## src/rtl/uart_tx_feeder.sv

```systemverilog
`default_nettype none
// +----------------------------------------------------------------------------+
// | Module      : uart_tx_feeder                                               |
// | Description : Byte FIFO and launch sequencer in front of a UART            |
// |               transmitter. Buffers fabric writes (up to one per clock) and |
// |               hands them one at a time to the transmitter, waiting for its |
// |               done pulse plus GAP_CLKS idle clocks between launches.       |
// | Ports       : i_Clock, i_Rst_L (async, active-low)                         |
// |               i_Wr_DV/i_Wr_Byte  - fabric write strobe and data            |
// |               i_Clr_Ovf          - synchronous clear of o_Overflow         |
// |               i_TX_Active/Done   - status from the UART transmitter        |
// |               o_TX_DV/o_TX_Byte  - launch pulse and byte to transmitter    |
// |               o_Full/o_Empty/o_Count - FIFO occupancy                      |
// |               o_Overflow         - sticky dropped-write flag               |
// |               o_Busy             - FIFO non-empty or sequencer not idle    |
// | Revision    : 1.0  initial release                                         |
// +----------------------------------------------------------------------------+
module uart_tx_feeder #(
  parameter int DEPTH    = 16,
  parameter int GAP_CLKS = 0
) (
  input  logic                   i_Clock,
  input  logic                   i_Rst_L,
  input  logic                   i_Wr_DV,
  input  logic [7:0]             i_Wr_Byte,
  input  logic                   i_Clr_Ovf,
  input  logic                   i_TX_Active,
  input  logic                   i_TX_Done,
  output logic                   o_TX_DV,
  output logic [7:0]             o_TX_Byte,
  output logic                   o_Full,
  output logic                   o_Empty,
  output logic [$clog2(DEPTH):0] o_Count,
  output logic                   o_Overflow,
  output logic                   o_Busy
);

  localparam int c_PTR_W = $clog2(DEPTH);
  localparam int c_CNT_W = c_PTR_W + 1;
  localparam int c_GAP_W = (GAP_CLKS > 1) ? $clog2(GAP_CLKS + 1) : 1;

  localparam logic [c_PTR_W-1:0] c_PTR_ONE  = c_PTR_W'(1);
  localparam logic [c_CNT_W-1:0] c_CNT_ONE  = c_CNT_W'(1);
  localparam logic [c_CNT_W-1:0] c_CNT_FULL = c_CNT_W'(DEPTH);
  localparam logic [c_CNT_W-1:0] c_CNT_ZERO = '0;
  localparam logic [c_GAP_W-1:0] c_GAP_LOAD = c_GAP_W'(GAP_CLKS);
  localparam logic [c_GAP_W-1:0] c_GAP_ONE  = c_GAP_W'(1);

  typedef enum logic [1:0] {
    ST_IDLE      = 2'd0,
    ST_ISSUE     = 2'd1,
    ST_WAIT_DONE = 2'd2,
    ST_GAP       = 2'd3
  } state_t;

  state_t               r_state;
  logic [7:0]           r_mem [DEPTH];
  logic [c_PTR_W-1:0]   r_wr_ptr;
  logic [c_PTR_W-1:0]   r_rd_ptr;
  logic [c_CNT_W-1:0]   r_count;
  logic [c_GAP_W-1:0]   r_gap_cnt;
  logic                 r_tx_dv;
  logic [7:0]           r_tx_byte;
  logic                 r_overflow;

  logic w_full;
  logic w_empty;
  logic w_wr_en;
  logic w_drop;
  logic w_launch;

  // Full/empty come from the registered count, so a pop in the same edge
  // never makes room for a write that arrives while full.
  assign w_full   = (r_count == c_CNT_FULL);
  assign w_empty  = (r_count == c_CNT_ZERO);
  assign w_wr_en  = i_Wr_DV && !w_full;
  assign w_drop   = i_Wr_DV && w_full;
  assign w_launch = (r_state == ST_IDLE) && !w_empty && !i_TX_Active;

  // Storage array carries no reset; validity is tracked by the count.
  always_ff @(posedge i_Clock) begin
    if (w_wr_en) begin
      r_mem[r_wr_ptr] <= i_Wr_Byte;
    end
  end

  always_ff @(posedge i_Clock or negedge i_Rst_L) begin
    if (!i_Rst_L) begin
      r_wr_ptr   <= '0;
      r_rd_ptr   <= '0;
      r_count    <= '0;
      r_overflow <= 1'b0;
    end else begin
      if (w_wr_en) begin
        r_wr_ptr <= r_wr_ptr + c_PTR_ONE;
      end
      if (w_launch) begin
        r_rd_ptr <= r_rd_ptr + c_PTR_ONE;
      end
      case ({w_wr_en, w_launch})
        2'b10:   r_count <= r_count + c_CNT_ONE;
        2'b01:   r_count <= r_count - c_CNT_ONE;
        default: r_count <= r_count;
      endcase
      // A drop in the same cycle as a clear keeps the flag set.
      if (w_drop) begin
        r_overflow <= 1'b1;
      end else if (i_Clr_Ovf) begin
        r_overflow <= 1'b0;
      end
    end
  end

  always_ff @(posedge i_Clock or negedge i_Rst_L) begin
    if (!i_Rst_L) begin
      r_state   <= ST_IDLE;
      r_gap_cnt <= '0;
      r_tx_dv   <= 1'b0;
      r_tx_byte <= 8'h00;
    end else begin
      r_tx_dv <= 1'b0;
      case (r_state)
        ST_IDLE: begin
          if (w_launch) begin
            r_tx_dv   <= 1'b1;
            r_tx_byte <= r_mem[r_rd_ptr];
            r_state   <= ST_ISSUE;
          end
        end
        ST_ISSUE: begin
          r_state <= ST_WAIT_DONE;
        end
        ST_WAIT_DONE: begin
          if (i_TX_Done) begin
            r_gap_cnt <= c_GAP_LOAD;
            r_state   <= (GAP_CLKS > 0) ? ST_GAP : ST_IDLE;
          end
        end
        ST_GAP: begin
          // Counter was loaded with GAP_CLKS; leaving at 1 yields exactly
          // GAP_CLKS clocks spent in this state.
          if (r_gap_cnt == c_GAP_ONE) begin
            r_state <= ST_IDLE;
          end else begin
            r_gap_cnt <= r_gap_cnt - c_GAP_ONE;
          end
        end
        default: begin
          r_state <= ST_IDLE;
        end
      endcase
    end
  end

  assign o_TX_DV    = r_tx_dv;
  assign o_TX_Byte  = r_tx_byte;
  assign o_Full     = w_full;
  assign o_Empty    = w_empty;
  assign o_Count    = r_count;
  assign o_Overflow = r_overflow;
  assign o_Busy     = (r_state != ST_IDLE) || !w_empty;

endmodule
`default_nettype wire

```

## config.mk

```make
export PLATFORM = sky130hd
export DESIGN_NAME = uart_tx_feeder
export DESIGN_NICKNAME = d
export VERILOG_FILES = /design/src/rtl/uart_tx_feeder.sv
export SDC_FILE = /design/constraint.sdc
export NUM_CORES = 1
export LEC_CHECK = 0
export ABC_AREA = 1
export BUFFER_PORTS_ARGS = -buffer_cell sky130_fd_sc_hd__buf_2
export CAP_MARGIN = 5
export CELL_PAD_IN_SITES_DETAIL_PLACEMENT = 0
export CELL_PAD_IN_SITES_GLOBAL_PLACEMENT = 1
export CORE_ASPECT_RATIO = 2
export CORE_MARGIN = 2
export CORE_UTILIZATION = 47
export CTS_CLUSTER_DIAMETER = 120
export DETAILED_ROUTE_END_ITERATION = 7
export GPL_TIMING_DRIVEN = 0
export PLACE_DENSITY_LB_ADDON = 0.08
export SKIP_LAST_GASP = 1
export SYNTH_ARGS = -nofsm -noshare
export SYNTH_HDL_FRONTEND = slang
export SYNTH_SLANG_ARGS = --single-unit
```

## constraint.sdc

```tcl
create_clock -name i_Clock -period 4.4 [get_ports i_Clock]
set_input_delay 0.88 -clock i_Clock [delete_from_list [all_inputs] [get_ports i_Clock]]
set_output_delay 0.88 -clock i_Clock [all_outputs]
set_load 0.005 [all_outputs]
```

==> key figures, run 1 <==
Global route
  – Initial antenna violation count: 0
  – Vias in the first global route: 4546
  – Total gr overflow: 0
  – First-pass GRT wire length: 26.3 mm
  – Gr usage total: 24.2%
  – Pin count of the biggest net entering global routing: 27

Cells and area
  – Fillers: 1315
  – Area Overhead vs Synth: 15.6%
  – Final-stage net count: 764
  – Share of layout cells above drive strength 1: approximately 14%
  – Register area: 4490 um2
  – Final Core Density: approximately 55%
  – Area of the multi-input gates: 1780 um2
  – Antenna diodes: 0
  – Commonest cells after routing, fill and taps aside: nand2_1, edfxtp_1, inv_1
  – Commonest non-fill, non-tap cell in the layout: nand2_1

Critical path
  – Critical Path AT: 3070 ps
  – Cell Chain, Critical Path: nor2_1 > nand2_1 > nor2_4 > inv_2 > nand2_4 > buf_2 > ha_1 > xor2_1 > ha_1 > inv_1 > nand2_1 > nand3_1 > nand2_1 > xor2_1 > nand2_1 > nand2_1
  – CP max stage cell: dfrtp_1
  – CP startpoint kind: flop
  – Setup Crit Path Kind: reg -> reg
  – Worst Path Required: 4760 ps
  – R2R Path Start: o_Count[0]
  – CP max stage delay: approximately 440 ps
  – Setup crit start: o_Count[0]
  – Crit path top cell by count: nand2_1
  – CP max FO: 11
  – Critical Path Sink Type: flop

Die
  – Placement row count: 62
  – Die Y: 175 um
  – DIE WIDTH: 89.6 um
  – Boundary Pins: 32
  – Core Region: 14400 um2
  – Initial Util: 48.0%
  – DIE AREA: 15700 um2

Routing
  – Vias/cell: 4.96
  – Final antenna-violating net count: 0
  – Routed wire length: 17.7 mm
  – 1st-iter DRT viols: 332
  – WL/cell: approximately 19 um
  – DR DRC count: 0
  – Vias: 4695
  – DR pass1 iterations: 6

Clock network
  – CTS tree: yes
  – Post-CTS Setup Bufs: 0
  – Root buf cell: clkbuf_16
  – Hold Buf Count CTS: 0
  – CTS sink cnt: 154
  – Reg clk slew, reported paths: 60 ps
  – Worst skew pair latency: ~420 ps
  – H-tree depth: 4
  – Cts repair resizes: 0
  – CTS Buffer Depth: 2
  – Clock buffer count from CTS: 17

Power and ir drop
  – VDD IR max: 0.402 mV
  – Static leakage: roughly 3.6 nW
  – Pwr dens: 676 nW/um2

Yosys
  – Synthesized area per cell: 10.0 um2
  – Syn Inst Count: 688
  – Yosys warns: 0
  – Flops & latches, synth: 154
  – Seq/Total Area, Yosys: between 60 and 70%
  – Syn Nets: around 710
  – Synth cell types: 26
  – Mapped Area: 6880 um2

Job
  – # Max-Cap Violations: 0

STA
  – Min cycle time layout: approximately 2700 ps
  – Fin. max-slew vios: 0
  – RSZ-0062 raised after global routing: no
  – Max_slew headroom: 15.9%
  – WHS: 460 ps
  – Worst slew pin tran: 1250 ps
  – Final hold vios: 0
  – Clock skew: slightly below 9 ps
  – Final setup violation count: 0
  – Post-Route Setup TNS: 0 ps
  – Fmax: ~370 MHz
  – Tcrit/Tclk final: 61.5%
  – Setup slack after layout: between 1500 and 2000 ps

Placed design
  – Port bufs: 31
  – Post-DP HPWL: approximately 13 mm
  – Pre-CTS setup slack: 1510 ps
  – RD Place Congestion: 0.918

Status
  – Status: complete, no violations

Worst hold path
  – Hold/Removal Path Class: in -> async
[path summary, 6_finish.rpt]
check                          endpoint  slack, ps  cells after the start
setup / recovery             o_Count[4]       1690                     16
hold / removal               r_state[1]        460                      1
setup reg to reg             o_Count[4]       1690                     16
hold reg to reg            o_TX_Byte[5]        470                      2
max in group asynchronous   r_wr_ptr[2]       3540                      1
min in group i_Clock       o_TX_Byte[5]        470                      2
[worst max-delay path: cells and delay by family (launching register included)]
kind	cells	cell delay, ps
XOR/XNOR	2	400
adder cells (fa/ha/maj)	2	510
buffers and inverters	3	360
flip-flops	1	440
AND/OR/NAND/NOR	9	930
[cell families (layout without fill, tap and decap cells)]
logic type	count (synthesis)	in the layout	synth area share [%]
AND/OR/NAND/NOR	352	352	21.6
flip-flops	154	154	65.3
buffers and inverters	152	218	9.23
AO/OA/AOI/OAI	11	11	0.963
XOR/XNOR	10	10	1.27
adder cells (fa/ha/maj)	9	9	1.64
[per-layer routing]
layer / part of all wire (%) / vias up / GRT usage [%] / routed length (um)
li1: - / 2310 / - / -
met1: 36 / 2228 / 25.8 / 6380
met2: 56 / 119 / 43.7 / 9920
met3: 3.2 / 38 / 3.78 / 564
met4: 4.9 / 0 / 12.7 / 861
met5: 0 / - / 0 / 0
[per-stage QoR]
| stage | cell area (um2) | power (W) | cells |
|---|---|---|---|
| CTS | 7950 | 0.00541 | 944 |
| finish | 7960 | 0.00538 | 946 |
| detailed placement | 7310 | 0.00386 | 912 |
| global route | 7960 | 0.00567 | 946 |
| global placement | 7280 | 0.00382 | 911 |
| floorplan | 6880 | 0.00316 | 688 |
[cell usage after synthesis, drive strengths merged]
library cell  instances  area (um2)
nand3               102         510
o21ai                 7        38.8
ha                    9         113
nor2                 10        47.6
o21bai                1        7.51
a21oi                 1        5.00
inv                 123         462
a21boi                1        7.51
o31ai                 1        7.51
clkinv                1        3.75
nor3                 13        65.1
xor2                  9        78.8
buf                  26         163
xnor2                 1        8.76
clkbuf                2        7.51
edfxtp              128        3840
dfrtp                26         651
nand2               227         865
[registers in the layout, summed over array words and instances (netlist names)]
register,cells
r_rd_ptr,4
o_TX_Byte,8
r_state,2
o_Overflow,1
o_Count,5
r_mem,128
r_gap_cnt,1
o_TX_DV,1
r_wr_ptr,4
[layout make-up]
type                    count  share of cell area [%]
repair buffers             34                    2.20
clock buffers              19                    5.56
well taps                 192                    3.02
flip-flops and latches    154                    56.5
multi-input cells         382                    22.4
plain buffers              28                    2.14
inverters                 124                    5.85
clock inverters            13                    2.36
[report_power, final]
part           switching (W)  internal [W]  total (W)  leakage [nW]
Combinational        0.00131      0.000597    0.00191          1.83
Sequential          0.000109       0.00181    0.00192          1.48
Clock               0.000582      0.000969    0.00155         0.301
Total                0.00200       0.00338    0.00538          3.61
Power figures use the tool's default switching activity.
==> inputs of run 2 (changes only) <==
CORE_UTILIZATION = 44   (was 47)
clock period = 2.3 ns   (was 4.4 ns; I/O delays follow)
==> key figures, run 2 (synthesis results as in run 1) <==
STA
  – Fin. max-slew vios: 0
  – Final hold vios: 0
  – RSZ-0062 raised after global routing: yes
  – Max_slew headroom: 22.5%
  – Clock skew: between 9 and 10 ps
  – Tcrit/Tclk final: a little over nine tenths
  – Final setup violation count: 0
  – Min cycle time layout: about 2200 ps
  – Worst slew pin tran: 1150 ps
  – Fmax: ~450 MHz

Critical path
  – Cell Chain, Critical Path: nor2_4 > nand2_4 > nor2_4 > inv_2 > nand2_4 > buf_8 > ha_4 > xor2_2 > ha_2 > inv_1 > nand2_2 > nand3_2 > nand2_1 > xor2_1 > nand2_1 > nand2_1
  – CP max FO: 7
  – Crit path top cell by count: nand2_1
  – R2r setup slk: 80 ps
  – Setup crit start: o_Count[1]
  – Setup Crit Path Kind: reg -> reg
  – Worst Path Required: about 2700 ps
  – Worst setup path endpoint: o_Count[4]
  – Critical Path AT: 2580 ps
  – R2R Path Start: o_Count[1]
  – Critical Path Sink Type: flop
  – Crit-path leading delay family: simple AND/OR/NAND/NOR gates
  – CP max stage cell: dfrtp_2
  – R2r endpoint: o_Count[4]
  – Levels on crit path: 16
  – R2R depth: 16
  – CP startpoint kind: flop
  – CP max stage delay: approximately 440 ps
  – Crit path buf inv count: 3

Worst hold path
  – Hold/Removal Path Class: in -> async

Routing
  – DR pass1 iterations: 5
  – Vias/cell: a little under 5
  – DR DRC count: 0
  – Routed wire length: 18.4 mm
  – WL/cell: 19.1 um
  – Vias: between 4000 and 5000
  – 1st-iter DRT viols: 450
  – Final antenna-violating net count: 0

Cells and area
  – Fillers: around 1400
  – Area Overhead vs Synth: 17.4%
  – Max FFs per register: 128
  – Final-stage net count: between 700 and 800
  – Share of layout cells above drive strength 1: 17.4%
  – Reg with most FFs: r_mem
  – Register area: 4500 um2
  – Antenna diodes: 0
  – Final Core Density: 52.8%
  – Commonest cells after routing, fill and taps aside: nand2_1, edfxtp_1, inv_1
  – Commonest non-fill, non-tap cell in the layout: nand2_1
  – Non-filler cells, final: between 900 and 1000
  – Area of the multi-input gates: 1870 um2
  – Final instance area: 8080 um2

Global route
  – Vias in the first global route: around 4800
  – First-pass GRT wire length: 27.8 mm
  – Total gr overflow: 0
  – Gr usage total: between 20% and 30%
  – Pin count of the biggest net entering global routing: 27
  – Initial antenna violation count: 0
  – Top Usage Layer GRT: met2
  – GR Layer Usage met1: 24.6%
  – Met2 GRT Util: 43.6%
  – Met3 usage: 3.13%

Placed design
  – RD Place Congestion: 0.886
  – Port bufs: 31
  – DP Area: 7330 um2
  – Placed cell count: 919
  – Post-DP HPWL: 13.2 mm

Die
  – Die Y: 181 um
  – DIE AREA: 16700 um2
  – Initial Util: 45.0%
  – Boundary Pins: 32
  – Core Region: 15300 um2
  – DIE WIDTH: 92.4 um
  – Placement row count: 64

Power and ir drop
  – Static leakage: roughly 3.6 nW
  – Pwr dens: 1260 nW/um2
  – VDD IR max: around 0.80 mV

Clock network
  – Root buf cell: clkbuf_16
  – H-tree depth: 4
  – Worst skew pair latency: 420 ps
  – CTS sink cnt: 154
  – Clock buffer count from CTS: 17
  – Hold Buf Count CTS: 0
  – CTS Buffer Depth: 2
  – CTS tree: yes
  – Reg clk slew, reported paths: 60 ps

Status
  – Status: complete, no violations

Job
  – # Max-Cap Violations: 0
run 2: changes by cell type in the layout (fill, tap and decap cells not counted), sizes merged:
cell / previous run / this run
inv: 127 / 123
clkinvlp: 3 / 2
clkbuf: 22 / 24
bufinv: 4 / 1
buf: 59 / 70
clkinv: 3 / 9
run 2: routing by layer:
| layer | up-vias | wire length (um) |
|---|---|---|
| li1 | 2326 | - |
| met1 | 2245 | 6640 |
| met2 | 125 | 10300 |
| met3 | 37 | 660 |
| met4 | 0 | 819 |
| met5 | - | 0 |
run 2: how the worst min path moves through the flow:
stage | startpoint | depth (start not counted) | end | slack, ps
floorplan | i_Rst_L | 0 | o_Count[0] | 160
global placement | o_TX_Byte[5] | 2 | o_TX_Byte[5] | 460
detailed placement | o_TX_Byte[7] | 2 | o_TX_Byte[7] | 460
CTS | i_Rst_L | 1 | o_TX_Byte[2] | 70
global route | i_Rst_L | 1 | r_rd_ptr[2] | 100
finish | i_Rst_L | 1 | o_TX_Byte[2] | 60
run 2: timing repair:
item,CTS,global route
endpoints found under the setup margin,28,55
buffers inserted,1,11
gates resized for setup,10,17
pin swaps,1,6
run 2: final cells by class:
cell class | instances | share of cell area (%)
Inverter | 124 | 5.82
Sequential cell | 154 | 55.7
Clock buffer | 21 | 5.71
Timing Repair Buffer | 46 | 3.28
Multi-Input combinational cell | 382 | 23.1
Buffer | 27 | 2.09
Clock inverter | 11 | 1.19
Tap cell | 198 | 3.07
run 2: power breakdown:
group	switching, W	total, W	leakage, nW	internal, W
clock	0.00109	0.00264	0.272	0.00155
combinational	0.00259	0.00384	1.90	0.00125
sequential	0.000220	0.00370	1.47	0.00348
total	0.00390	0.0102	3.64	0.00627
run 2: metrics by stage:
stage          hold slack [ps]  setup TNS [ps]  worst slack (ps)  power (W)
2_1_floorplan              164               0              54.4    0.00604
3_3_place_gp               464          -23170              -489    0.00734
3_5_place_dp               461           -4880              -409    0.00739
4_1_cts                   68.5           -1850              -115     0.0101
5_1_grt                    101           -1160             -88.1     0.0108
6_report                  62.9               0              80.3     0.0102
==> inputs of run 3 (changes only) <==
CORE_UTILIZATION = 47   (was 44)
clock period = 2.67 ns   (was 2.3 ns; I/O delays follow)
==> key figures, run 3 (synthesis results as in run 1) <==
Status
  – Status: complete, no violations

Routing
  – Routed wire length: about 18 mm
  – Vias: about 4700
  – DR pass1 iterations: 6
  – Vias/cell: around 5.0
  – DR DRC count: 0
  – WL/cell: 18.7 um
  – Final antenna-violating net count: 0
  – 1st-iter DRT viols: 391

Placed design
  – Post-DP HPWL: 12.8 mm
  – DP Area: ~7300 um2
  – Placed cell count: 912
  – Port bufs: 31
  – RD Place Congestion: 0.918

Critical path
  – Setup Crit Path Kind: reg -> reg
  – CP max FO: 11
  – Crit path top cell by count: nand2_1
  – Critical Path AT: 2820 ps
  – CP max stage cell: dfrtp_1
  – Critical Path Sink Type: flop
  – Cell Chain, Critical Path: nor2_1 > nand2_1 > nor2_4 > inv_2 > nand2_2 > inv_2 > buf_6 > ha_4 > xor2_1 > ha_1 > inv_1 > nand2_1 > nand3_1 > nand2_1 > xor2_1 > nand2_1 > nand2_1
  – CP startpoint kind: flop
  – Worst Path Required: 3030 ps
  – CP max stage delay: 440 ps

STA
  – Clock skew: 9.13 ps
  – Max_slew headroom: 14.2%
  – Fin. max-slew vios: 0
  – Final setup violation count: 0
  – Fmax: 405 MHz
  – Min cycle time layout: 2470 ps
  – Post-Route Setup TNS: 0 ps
  – Final hold vios: 0
  – Tcrit/Tclk final: 92.4%
  – Worst slew pin tran: 1280 ps

Cells and area
  – Register area: between 4000 and 5000 um2
  – Non-filler cells, final: 945
  – Commonest cells after routing, fill and taps aside: nand2_1, edfxtp_1, inv_1
  – Antenna diodes: 0
  – Final instance area: 7970 um2
  – Max FFs per register: 128
  – Area Overhead vs Synth: 15.8%
  – Reg with most FFs: r_mem
  – Fillers: 1313
  – Share of layout cells above drive strength 1: between 10% and 20%
  – Final-stage net count: ~760
  – Commonest non-fill, non-tap cell in the layout: nand2_1
  – Area of the multi-input gates: 1800 um2
  – Final Core Density: 55.6%

Global route
  – Vias in the first global route: 4541
  – Total gr overflow: 0
  – First-pass GRT wire length: 26.3 mm
  – Initial antenna violation count: 0
  – Pin count of the biggest net entering global routing: 27
  – Gr usage total: 24.2%

Clock network
  – Reg clk slew, reported paths: 60 ps
  – Clock buffer count from CTS: 17
  – CTS Buffer Depth: 2
  – CTS tree: yes
  – Root buf cell: clkbuf_16
  – Hold Buf Count CTS: 0
  – Cts repair resizes: 1
  – CTS sink cnt: 154
  – Worst skew pair latency: 420 ps
  – H-tree depth: 4
  – Post-CTS Setup Bufs: 0

Die
  – DIE AREA: 15700 um2
  – Boundary Pins: 32
  – DIE WIDTH: 89.6 um
  – Initial Util: a little under half
  – Placement row count: between 60 and 70
  – Die Y: 175 um
  – Core Region: 14400 um2

Power and ir drop
  – Pwr dens: 1110 nW/um2
  – Static leakage: 3.61 nW
  – VDD IR max: between 0.6 and 0.7 mV

Job
  – # Max-Cap Violations: 0

Worst hold path
  – Hold/Removal Path Class: in -> async
==> run 3: cell types whose count changed in the layout (fill, tap and decap cells not counted), moves of 3 or more <==
cell       previous run  this run
bufinv_16             1         4
nor3_1                4         7
dfrtp_1              22        26
clkinv_4              3         0
nor3_2                9         6
buf_4                22         9
clkinv_2              5         2
dfrtp_2               4         0
inv_6                 1         4
==> run 3: per-stage QoR <==
stage               worst slack (ps)  hold WS (ps)  power (W)
floorplan                        424           238    0.00521
global placement                -102           464    0.00629
detailed placement             -49.6           460    0.00636
CTS                              111           130    0.00892
global route                 -0.0862           164    0.00936
finish                           204           112    0.00888
==> run 3: worst max-delay path, delay by kind of cell, from the launching register on <==
family / cells / cell delay [ps]
AND/OR/NAND/NOR: 9 / 940
buffers and inverters: 4 / 300
adder cells (fa/ha/maj): 2 / 380
XOR/XNOR: 2 / 360
flip-flops: 1 / 440
==> run 3: where the power goes <==
part	total (W)	switching, W	internal, W
Combinational	0.00315	0.00217	0.000988
Sequential	0.00317	0.000182	0.00299
Clock	0.00255	0.000955	0.00160
Total	0.00888	0.00330	0.00557
==> run 3: final cells by class <==
type | instances | area share, %
Clock buffer | 19 | 5.56
Multi-Input combinational cell | 382 | 22.6
Clock inverter | 13 | 2.35
Timing Repair Buffer | 34 | 2.20
Inverter | 124 | 5.84
Tap cell | 192 | 3.01
Sequential cell | 154 | 56.4
Buffer | 27 | 2.07
==> run 3: worst paths after layout <==
kind / start / end / slack (ps) / depth (start not counted)
setup / recovery: o_Count[0] / o_Count[4] / 200 / 17
hold / removal: i_Rst_L / r_state[1] / 110 / 1
setup reg to reg: o_Count[0] / o_Count[4] / 200 / 17
hold reg to reg: o_TX_Byte[5] / o_TX_Byte[5] / 470 / 2
max in group asynchronous: i_Rst_L / r_wr_ptr[2] / 2160 / 1
min in group i_Clock: i_Clr_Ovf / o_Overflow / 300 / 2
==> run 3: routing by layer <==
| metal | global-route usage, % | vias to the layer above | routed length [um] |
|---|---|---|---|
| met5 | 0 | - | 0 |
| met4 | 12.7 | 0 | 911 |
| met3 | 3.78 | 41 | 662 |
| met2 | 43.6 | 134 | 9840 |
| met1 | 25.9 | 2231 | 6300 |
| li1 | - | 2306 | - |
